File: config.mk
export PLATFORM = sky130hd
export DESIGN_NAME = tile_scan_ctrl
export DESIGN_NICKNAME = d
export VERILOG_FILES = /design/src/rtl/tile_scan_pkg.sv /design/src/rtl/wrap_counter.sv /design/src/rtl/tile_scan_ctrl.sv
export SDC_FILE = /design/constraint.sdc
export NUM_CORES = 1
export LEC_CHECK = 0
export CAP_MARGIN = 25
export CELL_PAD_IN_SITES_DETAIL_PLACEMENT = 0
export CELL_PAD_IN_SITES_GLOBAL_PLACEMENT = 1
export CORE_MARGIN = 3
export CORE_UTILIZATION = 37
export DETAILED_ROUTE_END_ITERATION = 7
export GPL_TIMING_DRIVEN = 0
export HOLD_SLACK_MARGIN = 0.1
export MAX_ROUTING_LAYER = met4
export PLACE_DENSITY_LB_ADDON = 0.1
export SKIP_LAST_GASP = 1
export SLEW_MARGIN = 30
export SYNTH_ARGS = -nofsm -noshare
export SYNTH_HDL_FRONTEND = slang
export SYNTH_HIERARCHICAL = 1
export SYNTH_SLANG_ARGS = --single-unit
File: constraint.sdc
create_clock -name i_clk -period 6.25 [get_ports i_clk]
set_input_delay 1.25 -clock i_clk [delete_from_list [all_inputs] [get_ports i_clk]]
set_output_delay 1.25 -clock i_clk [all_outputs]
set_load 0.1 [all_outputs]
File: src/rtl/tile_scan_pkg.sv
// Shared types and helpers for the tile scan controller.
package tile_scan_pkg;

    typedef enum logic [1:0] {
        StIdle,
        StScan,
        StDone
    } state_e;

    localparam int unsigned DEF_IMG_W  = 64;
    localparam int unsigned DEF_IMG_H  = 64;
    localparam int unsigned DEF_TILE   = 8;
    localparam int unsigned DEF_ADDR_W = 12;

    // Counter width for a 0..n-1 range; never narrower than one bit.
    function automatic int unsigned cnt_width(input int unsigned n);
        return (n > 1) ? $clog2(n) : 1;
    endfunction

endpackage

File: src/rtl/wrap_counter.sv
// Modulo-(MAX+1) counter; o_wrap flags the enabled step that returns it to zero.
module wrap_counter #(
    parameter int unsigned WIDTH = 3,
    parameter int unsigned MAX   = 7
) (
    input  logic             i_clk,
    input  logic             i_rst,
    input  logic             i_en,
    input  logic             i_clear,
    output logic [WIDTH-1:0] o_count,
    output logic             o_wrap
);

    localparam logic [WIDTH-1:0] MaxVal = WIDTH'(MAX);

    logic [WIDTH-1:0] r_count;
    logic             w_at_max;

    assign w_at_max = (r_count == MaxVal);
    assign o_wrap   = i_en & w_at_max;
    assign o_count  = r_count;

    always_ff @(posedge i_clk) begin
        if (i_rst || i_clear) begin
            r_count <= '0;
        end else if (i_en) begin
            r_count <= w_at_max ? '0 : r_count + 1'b1;
        end
    end

endmodule

File: src/rtl/tile_scan_ctrl.sv
// Walks a frame tile by tile (raster inside and across tiles), one read address per handshake.
module tile_scan_ctrl
    import tile_scan_pkg::*;
#(
    parameter int unsigned IMG_W  = DEF_IMG_W,
    parameter int unsigned IMG_H  = DEF_IMG_H,
    parameter int unsigned TILE   = DEF_TILE,
    parameter int unsigned ADDR_W = DEF_ADDR_W
) (
    input  logic              i_clk,
    input  logic              i_rst,
    input  logic              i_start,
    input  logic              i_abort,
    input  logic              i_addr_ready,
    output logic              o_addr_valid,
    output logic [ADDR_W-1:0] o_addr,
    output logic              o_tile_first,
    output logic              o_tile_last,
    output logic              o_frame_last,
    output logic              o_busy,
    output logic              o_done
);

    localparam int unsigned TilesX = IMG_W / TILE;
    localparam int unsigned TilesY = IMG_H / TILE;
    localparam int unsigned PW     = cnt_width(TILE);
    localparam int unsigned TxW    = cnt_width(TilesX);
    localparam int unsigned TyW    = cnt_width(TilesY);

    localparam logic [PW-1:0]  PMax  = PW'(TILE - 1);
    localparam logic [TxW-1:0] TxMax = TxW'(TilesX - 1);
    localparam logic [TyW-1:0] TyMax = TyW'(TilesY - 1);

    state_e r_state, w_state_next;

    logic [PW-1:0]  w_px, w_py;
    logic [TxW-1:0] w_tx;
    logic [TyW-1:0] w_ty;
    logic           w_px_wrap, w_py_wrap, w_tx_wrap, w_ty_wrap;
    logic           w_scan, w_hs, w_clear, w_tile_last;
    logic [ADDR_W-1:0] w_row, w_col;

    assign w_scan  = (r_state == StScan);
    // Abort takes priority, so a same-cycle handshake never advances the walk.
    assign w_hs    = w_scan & i_addr_ready & ~i_abort;
    assign w_clear = ((r_state == StIdle) & i_start) | (w_scan & i_abort);

    wrap_counter #(.WIDTH(PW), .MAX(TILE - 1)) u_px (
        .i_clk   (i_clk),
        .i_rst   (i_rst),
        .i_en    (w_hs),
        .i_clear (w_clear),
        .o_count (w_px),
        .o_wrap  (w_px_wrap)
    );

    wrap_counter #(.WIDTH(PW), .MAX(TILE - 1)) u_py (
        .i_clk   (i_clk),
        .i_rst   (i_rst),
        .i_en    (w_px_wrap),
        .i_clear (w_clear),
        .o_count (w_py),
        .o_wrap  (w_py_wrap)
    );

    wrap_counter #(.WIDTH(TxW), .MAX(TilesX - 1)) u_tx (
        .i_clk   (i_clk),
        .i_rst   (i_rst),
        .i_en    (w_py_wrap),
        .i_clear (w_clear),
        .o_count (w_tx),
        .o_wrap  (w_tx_wrap)
    );

    wrap_counter #(.WIDTH(TyW), .MAX(TilesY - 1)) u_ty (
        .i_clk   (i_clk),
        .i_rst   (i_rst),
        .i_en    (w_tx_wrap),
        .i_clear (w_clear),
        .o_count (w_ty),
        .o_wrap  (w_ty_wrap)
    );

    always_ff @(posedge i_clk) begin
        if (i_rst) begin
            r_state <= StIdle;
        end else begin
            r_state <= w_state_next;
        end
    end

    // The final-pixel handshake is exactly the one that wraps the last counter.
    always_comb begin
        w_state_next = r_state;
        unique case (r_state)
            StIdle: if (i_start) w_state_next = StScan;
            StScan: begin
                if (i_abort) begin
                    w_state_next = StIdle;
                end else if (w_ty_wrap) begin
                    w_state_next = StDone;
                end
            end
            StDone: w_state_next = StIdle;
            default: w_state_next = StIdle;
        endcase
    end

    // TILE is a power of two, so ty*TILE+py and tx*TILE+px are plain concatenations.
    assign w_row = ADDR_W'({w_ty, w_py});
    assign w_col = ADDR_W'({w_tx, w_px});

    assign w_tile_last  = (w_px == PMax) & (w_py == PMax);
    assign o_addr       = w_row * ADDR_W'(IMG_W) + w_col;
    assign o_addr_valid = w_scan;
    assign o_tile_first = w_scan & (w_px == '0) & (w_py == '0);
    assign o_tile_last  = w_scan & w_tile_last;
    assign o_frame_last = w_scan & w_tile_last & (w_tx == TxMax) & (w_ty == TyMax);
    assign o_busy       = (r_state != StIdle);
    assign o_done       = (r_state == StDone);

endmodule

==> flow_metrics.py <==
metrics = {
    "grt": {
        "overflow": 0,
        "grt_max_degree": 15,
        "antenna_found_initial": 0,
        "grt_pass1_wl_um": 2815,
        "grt_pass1_vias": 617,
        "track_usage_pct": 14.44,
    },
    "layout": {
        "area_delta_synth_final_pct": 36.27,
        "fin_nets": 113,
        "final_area_um2": 1044,
        "layout-drive-gt1-share_pct": 10.20,
        "fill_cells": 204,
        "num_antenna_cells": 0,
        "layoutNonFillerInstCount": 123,
        "fin_util_pct": 56.73,
    },
    "placement": {
        "place_congestion": 0.7077,
        "place_area_um2": 1021,
        "dp.cells": 120,
        "dp_hpwl_um": 1188,
        "pre_cts_ws_ns": 2.457,
        "port_buffers": 22,
    },
    "sta": {
        "relSlewSlack_pct": 34.43,
        "min_period_over_period_pct": 60.13,
        "timing.fmax_mhz": 266.1,
        "clock_skew_ns": 0.0005997,
        "tns_ns": 0,
        "fin_ws_ns": 2.492,
        "rsz0062_at_grt": "no",
        "setup_violations": 0,
        "hold_violations": 0,
        "worstMarginPinSlew_ns": 0.9805,
        "drv_slew": 0,
        "holdWs_ns": 0.5427,
        "period_needed_ns": 3.758,
    },
    "setup_path": {
        "path_delay_family": "buffers and inverters",
        "crit_type": "reg2out",
        "worstPathMaxFanout": 6,
        "r2r-end": "u_ty/o_count[0]$_SDFFE_PP0P_",
        "reg2reg_from": "r_state[1]$_SDFFE_PP0P_",
        "cp_cell_sequence": "or4_1, nor4_2, clkdlybuf4s50_1",
        "endpoint": "o_tile_first",
        "cp-start-kind": "register",
        "r2r_slack_ns": 3.58,
        "crit_arrival_ns": 2.51,
        "critPathMaxStageDelay_ns": 1.17,
        "crit_required_ns": 5.00,
        "endpoint_kind": "output pin",
        "critPathBufInv": 1,
        "crit_cells": 3,
        "slowest_stage": "clkdlybuf4s50_1",
        "reg2reg_depth": 7,
        "critPathLaunch": "u_px/o_count[0]$_SDFFE_PP0P_",
    },
    "die": {
        "die_w_um": 51.49,
        "die_h_um": 51.49,
        "io_pins": 23,
        "row_count": 15,
        "dieArea_um2": 2651,
        "start_util_pct": 41.63,
        "core_area_um2": 1839,
    },
    "power_and_ir_drop": {
        "combPwrFrac_pct": 15.8,
        "seqPwrFrac_pct": 54.4,
        "p_total_mw": 0.1666,
        "switching_share_pct": 28.40,
        "clkPwrFrac_pct": 29.8,
        "leakage_nw": 0.3748,
        "p_per_area_nw_per_um2": 159.6,
        "power.internal_mw": 0.1193,
        "irDropWorstVdd_v": 0.0001045,
        "switching_power_mw": 0.04731,
    },
    "routing": {
        "drt_pass1_iterations": 3,
        "ant_nets": 0,
        "wirelength_um": 1557,
        "first_iter_violations": 4,
        "drc": 0,
        "wl_per_cell_um": 12.66,
        "via_count": 652,
        "vias_per_cell": 5.301,
    },
    "yosys": {
        "syn_area_um2": 765.7,
        "synth_cell_types": 21,
        "avgSynthCellArea_um2": 10.49,
        "syn-num-nets": 86,
        "synth_area_leaders": "dfxtp_1 37%, ha_1 13%, mux2i_1 10%",
        "yosys_warnings": 6,
        "syn_inst": 73,
        "ys_seq_area_share_pct": 36.60,
        "synthDominantCellAreaShare_pct": 36.60,
        "synth-seq-cells": 14,
        "yosysTopAreaCell": "dfxtp_1",
    },
    "clocking": {
        "cts_resized": 0,
        "path_clk_slew_ns": 0.08,
        "clockBufferDepth": 2,
        "cts_htree_levels": 1,
        "clockRootBuffer": "clkbuf_4",
        "post_cts_buffers": 0,
        "cts_tree": "yes",
        "cts.sinks": 14,
        "numCtsBuffers": 3,
        "clock_latency_ns": 0.27,
        "ctsHoldBuffers": 0,
    },
    "worst_hold_path": {
        "hp-class": "reg2reg",
    },
    "run": {
        "max_cap_viol_count": 0,
    },
    "run_status": {
        "status": "complete, no violations",
    },
}
placed cells by master (no fill, tap or decap), drive strengths merged:
cell type      count
clkdlybuf4s50     22
dfxtp             14
mux2i              8
nor3               8
ha                 8
nand2b             6
or3b               5
a211oi             5
and2               4
clkbuf             3
nand4              2
nand2              2
nor4               2
or2                1
inv                1
or4                1
nand4b             1
nor2               1
nor3b              1
nor2b              1
a21oi              1
nor4b              1
final cells by class:
class                           count  area (um^2)  share of cell area [%]
Clock buffer                        3        22.52                   2.158
Timing Repair Buffer               22        220.2                   21.10
Tap cell                           25        31.28                   2.998
Sequential cell                    14        280.3                   26.86
Multi-Input combinational cell     58        485.5                   46.52
Inverter                            1        3.754                  0.3597
cells by family after synthesis:
logic type / after synthesis / synth area share (%)
AND/OR/NAND/NOR: 36 / 30.56
flip-flops: 14 / 36.60
multiplexers: 8 / 10.46
adder cells (fa/ha/maj): 8 / 13.07
AO/OA/AOI/OAI: 6 / 8.823
buffers and inverters: 1 / 0.4897
power by group through the flow:
stage | combinational, mW | sequential, mW | clock, mW
floorplan | 0.0165 | 0.0934 | 0
global placement | 0.0262 | 0.0927 | 0
detailed placement | 0.0265 | 0.0927 | 0
CTS | 0.0266 | 0.0907 | 0.0526
global route | 0.0276 | 0.0909 | 0.0577
finish | 0.0263 | 0.0906 | 0.0497
worst register-to-register path: stages (launching register included):
cell and delay, ns:
dfxtp_1 0.37, nand2b_1 0.22, nor3b_1 0.55, and2_1 0.33, and2_1 0.28, and2_1 0.27
or3b_1 0.38, a211oi_2 0.19
cell usage after synthesis (all sizes together):
| library cell | count |
|---|---|
| a211oi | 5 |
| a21oi | 1 |
| and2 | 4 |
| dfxtp | 14 |
| ha | 8 |
| inv | 1 |
| mux2i | 8 |
| nand2 | 2 |
| nand2b | 6 |
| nand4 | 2 |
| nand4b | 1 |
| nor2 | 1 |
| nor2b | 1 |
| nor3 | 8 |
| nor3b | 1 |
| nor4 | 2 |
| nor4b | 1 |
| or2 | 1 |
| or3b | 5 |
| or4 | 1 |
routing by layer:
layer	GRT usage [%]	share of wire, %	wire (um)
met1	19.15	49	760
met2	21.40	45	705
met3	3.438	4.8	74
met4	5.240	1.0	16
met5	-	0	0
registers in the layout (all words and copies together), names as in the netlist:
name          flops
r_state           2
u_px/o_count      3
u_tx/o_count      3
u_py/o_count      3
u_ty/o_count      3
worst min-delay path by stage:
stage | from | to | slack, ns | cells past startpoint
2_1_floorplan | r_state[1]$_SDFFE_PP0P_ | r_state[0]$_SDFFE_PP0P_ | 0.46 | 1
3_3_place_gp | r_state[1]$_SDFFE_PP0P_ | r_state[0]$_SDFFE_PP0P_ | 0.51 | 1
3_5_place_dp | r_state[1]$_SDFFE_PP0P_ | r_state[0]$_SDFFE_PP0P_ | 0.53 | 1
4_1_cts | r_state[1]$_SDFFE_PP0P_ | r_state[0]$_SDFFE_PP0P_ | 0.54 | 1
5_1_grt | r_state[1]$_SDFFE_PP0P_ | r_state[0]$_SDFFE_PP0P_ | 0.58 | 1
6_report | r_state[1]$_SDFFE_PP0P_ | r_state[0]$_SDFFE_PP0P_ | 0.54 | 1
(Power assumes the default switching activity.)
